<file path="src/rtl/mont_redc_seq64.sv">
// mont_redc_seq64: controller that computes one 64-bit Montgomery product
// result = a*b*2^-64 mod n. It issues T = a*b, m = T*n' mod 2^64 and m*n in
// turn to an external pipelined 64x64->128 multiplier, then applies the final
// conditional subtraction.
module mont_redc_seq64 #(
    parameter int MUL_LAT = 4
) (
    input  logic          clk,
    input  logic          rst,
    input  logic          start,
    output logic          ready,
    input  logic [63:0]   a,
    input  logic [63:0]   b,
    input  logic [63:0]   n,
    input  logic [63:0]   n_prime,
    output logic [63:0]   result,
    output logic          done,
    output logic [63:0]   mul_a,
    output logic [63:0]   mul_b,
    input  logic [127:0]  mul_p
);

    localparam int CW = $clog2(MUL_LAT + 1);

    typedef enum logic [2:0] {
        S_IDLE,
        S_WAIT_T,
        S_WAIT_M,
        S_WAIT_U,
        S_CORR
    } state_t;

    state_t          r_state;
    logic [CW-1:0]   r_cnt;
    logic [63:0]     r_n;
    logic [63:0]     r_n_prime;
    logic [127:0]    r_t;
    logic [64:0]     r_u;
    logic [63:0]     r_result;
    logic            r_done;
    logic            r_ready;
    logic [63:0]     r_mul_a;
    logic [63:0]     r_mul_b;

    logic [128:0]    w_sum;
    logic [64:0]     w_diff;
    logic            w_u_ge_n;
    logic            w_cnt_zero;

    // S = T + m*n keeps its carry; the low 64 bits cancel for a correct n'.
    assign w_sum      = {1'b0, r_t} + {1'b0, mul_p};
    // u < 2n, so one subtraction fully reduces it into [0, n).
    assign w_u_ge_n   = (r_u >= {1'b0, r_n});
    assign w_diff     = r_u - {1'b0, r_n};
    assign w_cnt_zero = (r_cnt == '0);

    // Sequencer: operand issue, pipeline wait, product capture and correction.
    // NOTE: all state here uses non-blocking assignments so every register
    // samples the pre-edge values, matching the cycle-level timing diagram.
    always_ff @(posedge clk or posedge rst) begin
        if (rst) begin
            r_state   <= S_IDLE;
            r_cnt     <= '0;
            r_n       <= '0;
            r_n_prime <= '0;
            r_t       <= '0;
            r_u       <= '0;
            r_result  <= '0;
            r_done    <= 1'b0;
            r_ready   <= 1'b1;
            r_mul_a   <= '0;
            r_mul_b   <= '0;
        end else begin
            r_done <= 1'b0;
            case (r_state)
                S_IDLE: begin
                    if (start) begin
                        r_n       <= n;
                        r_n_prime <= n_prime;
                        r_mul_a   <= a;
                        r_mul_b   <= b;
                        r_cnt     <= CW'(MUL_LAT);
                        r_ready   <= 1'b0;
                        r_state   <= S_WAIT_T;
                    end
                end
                S_WAIT_T: begin
                    if (w_cnt_zero) begin
                        r_t     <= mul_p;
                        r_mul_a <= mul_p[63:0];
                        r_mul_b <= r_n_prime;
                        r_cnt   <= CW'(MUL_LAT);
                        r_state <= S_WAIT_M;
                    end else begin
                        r_cnt <= r_cnt - CW'(1);
                    end
                end
                S_WAIT_M: begin
                    // m = T*n' mod 2^64; it lives in mul_a for the next product.
                    if (w_cnt_zero) begin
                        r_mul_a <= mul_p[63:0];
                        r_mul_b <= r_n;
                        r_cnt   <= CW'(MUL_LAT);
                        r_state <= S_WAIT_U;
                    end else begin
                        r_cnt <= r_cnt - CW'(1);
                    end
                end
                S_WAIT_U: begin
                    if (w_cnt_zero) begin
                        r_u     <= w_sum[128:64];
                        r_state <= S_CORR;
                    end else begin
                        r_cnt <= r_cnt - CW'(1);
                    end
                end
                S_CORR: begin
                    r_result <= w_u_ge_n ? w_diff[63:0] : r_u[63:0];
                    r_done   <= 1'b1;
                    r_ready  <= 1'b1;
                    r_state  <= S_IDLE;
                end
                default: begin
                    r_ready <= 1'b1;
                    r_state <= S_IDLE;
                end
            endcase
        end
    end

    assign ready  = r_ready;
    assign done   = r_done;
    assign result = r_result;
    assign mul_a  = r_mul_a;
    assign mul_b  = r_mul_b;

endmodule
</file>
<file path="config.mk">
export PLATFORM = sky130hd
export DESIGN_NAME = mont_redc_seq64
export DESIGN_NICKNAME = d
export VERILOG_FILES = /design/src/rtl/mont_redc_seq64.sv
export SDC_FILE = /design/constraint.sdc
export NUM_CORES = 2
export LEC_CHECK = 0
export CAP_MARGIN = 20
export CORE_MARGIN = 1.5
export CORE_UTILIZATION = 30
export DETAILED_ROUTE_END_ITERATION = 12
export GPL_TIMING_DRIVEN = 1
export SLEW_MARGIN = 20
export SYNTH_ARGS = -nofsm -noshare
export SYNTH_HDL_FRONTEND = slang
export SYNTH_SLANG_ARGS = --single-unit
</file>
<file path="constraint.sdc">
create_clock -name clk -period 15.7 [get_ports clk]
set_input_delay 1.57 -clock clk [delete_from_list [all_inputs] [get_ports clk]]
set_output_delay 1.57 -clock clk [all_outputs]
set_load 0.02 [all_outputs]
</file>
# Word level (Yosys, flattened, before mapping)
# Index checks and enable logic that the tools add are counted.
[op_classes]
n_reduce_logical = 15
n_eq_ne = 10
order_cmp = 1
addsub = 3
n_bitwise = 1
mux = 20
[op_table]
columns = ["cell", "n"]
rows = [
  ["$mux 64", 6],
  ["$pmux 64 s3", 1],
  ["$add 128x128->129", 1],
  ["$pmux 64 s2", 1],
  ["$ge 65x64->1", 1],
  ["$sub 64x64->64", 1],
  ["$mux 3", 7],
  ["$pmux 3 s4", 1],
  ["$ne 2x2->1 const B", 5],
  ["$pmux 3 s3", 1],
  ["$reduce_and 2->1", 4],
  ["$reduce_and 4->1", 2],
  ["$eq 3x2->1 const B", 2],
  ["$logic_not 3->1", 2],
  ["$reduce_and 3->1", 2],
  ["$reduce_bool 3->1", 2],
  ["$eq 3x1->1 const B", 1],
  ["$eq 3x3->1 const B", 1],
  ["$reduce_or 3->1", 1],
  ["$sub 3x1->3 const B", 1],
  ["$mux 1", 2],
  ["$ne 2x1->1 const B", 1],
  ["$pmux 1 s2", 1],
  ["$reduce_bool 2->1", 1],
  ["other kinds (2)", 2],
]
[totals]
in_bits = 387
register_bits = 521
word_cells = 61

# Longest topological paths before layout
[logic_depth]
ltp_word = 4
ltp_mapped = 17

# Worst setup path after synthesis
# No wires, ideal clock.
[synth_timing]
path_type = "input-to-reg"
start = "input mul_p[67]"
end = "register r_u[61]"
stages = 14
setup_slack_ps = 10967
path_buffers = 1
setup_ps = 70
t_arrival_ps = 4663
path_cell_list = "ha_1 buf_6 nand4_1 or4_4 or3_1 a211oi_2 nor4_1 a211oi_2 o21ai_1 nand3_2 a21oi_2 o41a_1 or4_1 nand4_1"
[synth_via]
elab_chain_cells = 1
[synth_lines]
columns = ["element", "line", "source"]
rows = [
  ["start: declaration", "20", "input logic [127:0] mul_p"],
  ["$add 128x128->129", "51", "assign w_sum = {1'b0, r_t} + {1'b0, mul_p};"],
  ["end signal: assignment", "111", "r_u <= w_sum[128:64];"],
  ["end: declaration", "38", "logic [64:0] r_u;"],
]
# Every way passes these cells.
# A chain may end at the register's enable or synchronous reset.

# Worst setup path after layout
[layout_timing]
start = "input mul_p[60]"
end = "register r_u[54]"
# The elaborated chain is that of the path after synthesis.

==> run_results.csv <==
group,metric,value,unit
critical_path,setup.reg_to_reg.worst_slack,10.89,ns
flow_run,timing.max_cap.violations,0,
critical_path,regToRegStartpoint,"r_n[4]",
sta,worstMarginPinSlew,1.205,ns
die,floorplan.die.height,328.1,um
sta,min_period_over_period,0.3502,
synthesis,synth_most_common_cell,"sky130_fd_sc_hd__dfrtp_1",
synthesis,seq_area_frac_synth,0.4111,
sta,finalWorstPathRequiredPeriod,5.499,ns
critical_path,critPathMaxFanout,7,
final_layout,utilization,0.3893,
route,post_drt_via_cell_ratio,5.133,
grt,antenna_found_initial,42,
synthesis,synth_enable_flop_cells,0,
sta,finalSetupViolCount,0,
route,totalWireLength,110600,um
final_layout,final_layout_size_suffix_gt1_frac,0.08727,
critical_path,path_cells,"clkdlybuf4s50_1 -> ha_1 -> nand4_1 -> or3_1 -> nor4_1 -> o221ai_1 -> o211ai_1 -> nand2_1 -> o41ai_1 -> nand2_1 -> o31ai_1 -> xnor2_1 -> o21ai_1",
route,route.detailed.drc,0,
clocking,ctsRootBufferMaster,"sky130_fd_sc_hd__clkbuf_16",
clocking,tritoncts,"done",
critical_path,reg2reg_depth,15,
clocking,cts_post_setup_buffers_inserted,0,
route,first_iter_violations,1805,
critical_path,timing.critical_path.buf_inv,1,
synthesis,ys.warnings.count,0,
die,initial_core_util,0.3017,
grt,gr-usage-met1,0.2663,
grt,overflow,0,
grt,grt_use_total,0.2002,
clocking,hold_buffers,0,
grt,met2_resource_use_gr,0.3068,
synthesis,async_set_or_reset_flop_fraction_in_the_synthesized_netlist,1.000,
final_layout,layout-area-overhead-vs-synth,29.03,%
clocking,clock_path_buffers,3,
grt,grt_busiest_layer,"met2",
final_layout,final_nets,4575,
power_and_ir_drop,irDropWorstVdd,0.0001479,V
clocking,clkTransAtPathRegs,0.06,ns
power_and_ir_drop,p_leak,17.17,nW
clocking,ctsResizeCount,0,
final_layout,multiInputGateArea,17500,sq um
grt,via_count_of_the_first_global_routing_pass,27405,
sta,timing.max_slew.rel_slack,0.1967,
run_status,run_status,"finished clean",
sta,fin_worst_skew,0.03395,ns
critical_path,cp-start-kind,"input port",
route,route.vias.total,27979,
clocking,numClockSinks,521,
sta,unrepaired_setup_endpoints_after_global_routing,"false",
placed_design,dp_hpwl,85780,um
critical_path,worstPathRequired,16.18,ns
synthesis,post_synth_inst_count,3509,
synthesis,netlist_top_cells_count,"sky130_fd_sc_hd__dfrtp_1, sky130_fd_sc_hd__nand2_1, sky130_fd_sc_hd__a21oi_1",
critical_path,rr_endpoint,"result[40]",
synthesis,yosys.cell_types.count,81,
synthesis,syn-cell-area,31710,sq um
sta,tns,0,ns
sta,timing.fmax,181.9,MHz
min_path,hold_sp,"result[36]",
grt,grt_pass1_wl,166000,um
synthesis,mappedNetlistNets,4090,
synthesis,synth_largest_area_cell,"sky130_fd_sc_hd__dfrtp_1",
critical_path,critPathTopFamily,"compound AO/OA/AOI/OAI gates",
min_path,number_of_instances_on_the_worst_hold_path,2,
critical_path,crit_path_frequent_cell,"sky130_fd_sc_hd__nand2_1",
placed_design,gp_congestion,0.9120,
clocking,htree_levels,3,
sta,report.final.slew_viol_count,0,
grt,grt_max_degree,193,
die,horizontal_die_dimension,328.1,um
route,drt-pass1-iter-count,5,
clocking,cts_made_buffers,68,
synthesis,synth_top_cells_by_area,"sky130_fd_sc_hd__dfrtp_1, sky130_fd_sc_hd__ha_1, sky130_fd_sc_hd__mux2_2",
route,final_antenna_net_count,0,
route,post_drt_wl_per_cell,20.29,um
critical_path,cp_data_arrival_time,5.98,ns
die,num_io_pins,581,
synthesis,synthDominantCellAreaShare,0.4103,
die,placement_rows,119,
critical_path,crit_type,"input port to flip-flop",
critical_path,critical_path.slowest_cell,"sky130_fd_sc_hd__o41ai_1",
placed_design,io_buffers,580,
synthesis,ys_seq_elements,521,
grt,grt_util_met3,0.04976,
die,die-area,107700,sq um
power_and_ir_drop,power.density,243.9,nW/um^2
critical_path,worstSetupEndpointType,"flip-flop",
min_path,timing.hold.worst.class,"flip-flop to flip-flop",
die,floorplan.core_area,105100,sq um
synthesis,syn_avg_cell_area,9.038,sq um
final_layout,num-fill-cells,10665,
clocking,worstSkewPairLatency,0.63,ns
min_path,timing.hold.worst_endpoint,"result[36]",
sta,hold_viol,0,
final_layout,seq_area,13040,sq um
critical_path,longest_individual_stage_delay_on_the_worst_path,0.62,ns
synthesis,synth_ff_type,"sky130_fd_sc_hd__dfrtp_1",
-- per-stage QoR --
stage                     cells  hold WS, ns  setup slack, ns  power [mW]  instance area [sq um]
after CTS                  5436       0.4883            10.38       10.05                  40880
after floorplan            3509       0.4498            7.053       6.521                  31720
after global placement     5315       0.4663            9.723       8.388                  38660
after global routing       5450       0.5052            10.07       10.79                  40920
final                      5451       0.4818            10.20       9.982                  40920
after detailed placement   5315       0.4733            9.720       8.435                  38660
-- sequential cells by signal, indices dropped and copies added (netlist names) --
| signal | flops |
|---|---|
| done | 1 |
| mul_a | 64 |
| mul_b | 64 |
| r_cnt | 3 |
| r_n | 64 |
| r_n_prime | 64 |
| r_state | 3 |
| r_t | 128 |
| r_u | 65 |
| ready | 1 |
| result | 64 |
-- where the power goes --
part,total (mW),switching [mW],internal (mW)
sequential,2.46,0.459,2.01
combinational,5.97,3.54,2.42
clock,1.55,0.634,0.917
total,9.98,4.64,5.34
-- worst max-delay path by stage --
stage | start | endpoint | cells past startpoint
floorplan | rst | done | 1
global placement | mul_p[63] | r_u[63] | 14
detailed placement | mul_p[63] | r_u[63] | 14
CTS | mul_p[63] | r_u[63] | 14
global route | mul_p[45] | r_u[58] | 14
finish | mul_p[60] | r_u[54] | 13
-- cell families after synthesis --
family                     count (synthesis)  share of synthesized area
DFF                                      521                     0.4111
AOI/OAI and AO/OA                       1119                     0.2092
xor gates and xnor gates                 120                    0.03314
adders and majority gates                194                    0.07677
and+or+nand+nor                          989                     0.1363
muxes                                    275                    0.09449
buffers and inverters                    291                    0.03894
-- cell type report --
cell class / count / share of cell area
well taps: 1391 / 0.04253
clock inverters: 28 / 0.007155
inverters: 106 / 0.009815
repair buffers: 600 / 0.1462
clock buffers: 93 / 0.04712
diodes: 15 / 0.0009173
flip-flops and latches: 521 / 0.3186
multi-input cells: 2697 / 0.4276
-- cells in the final DEF (no fill, tap or decap), drive strengths merged, types with 18 or more instances in the layout --
cell type,instances
clkinv,20
a22oi,66
nor2,315
mux2,195
a21oi,372
clkdlybuf4s50,580
o21a,35
o21bai,39
ha,193
dfrtp,520
nand4,86
nand3,29
xor2,51
o21ai,335
or3,18
inv,106
xnor2,69
nor3,35
a21o,83
buf,20
mux2i,80
a31oi,85
clkbuf,93
nand2,420
-- worst reg2reg max path, delay by kind of cell (launching register included) --
kind | cells | cell delay [ns]
AO/OA/AOI/OAI | 7 | 1.83
AND/OR/NAND/NOR | 5 | 1.29
buffers and inverters | 2 | 0.80
adder cells (fa/ha/maj) | 1 | 0.38
flip-flops | 1 | 0.36
-- metal layers --
metal	up-vias	share of wire	wire (um)
li1	13676	-	-
met1	13288	0.45	49860
met2	752	0.44	49110
met3	215	0.067	7440
met4	48	0.035	3896
met5	-	0.0028	308
(Power assumes the default switching activity.)
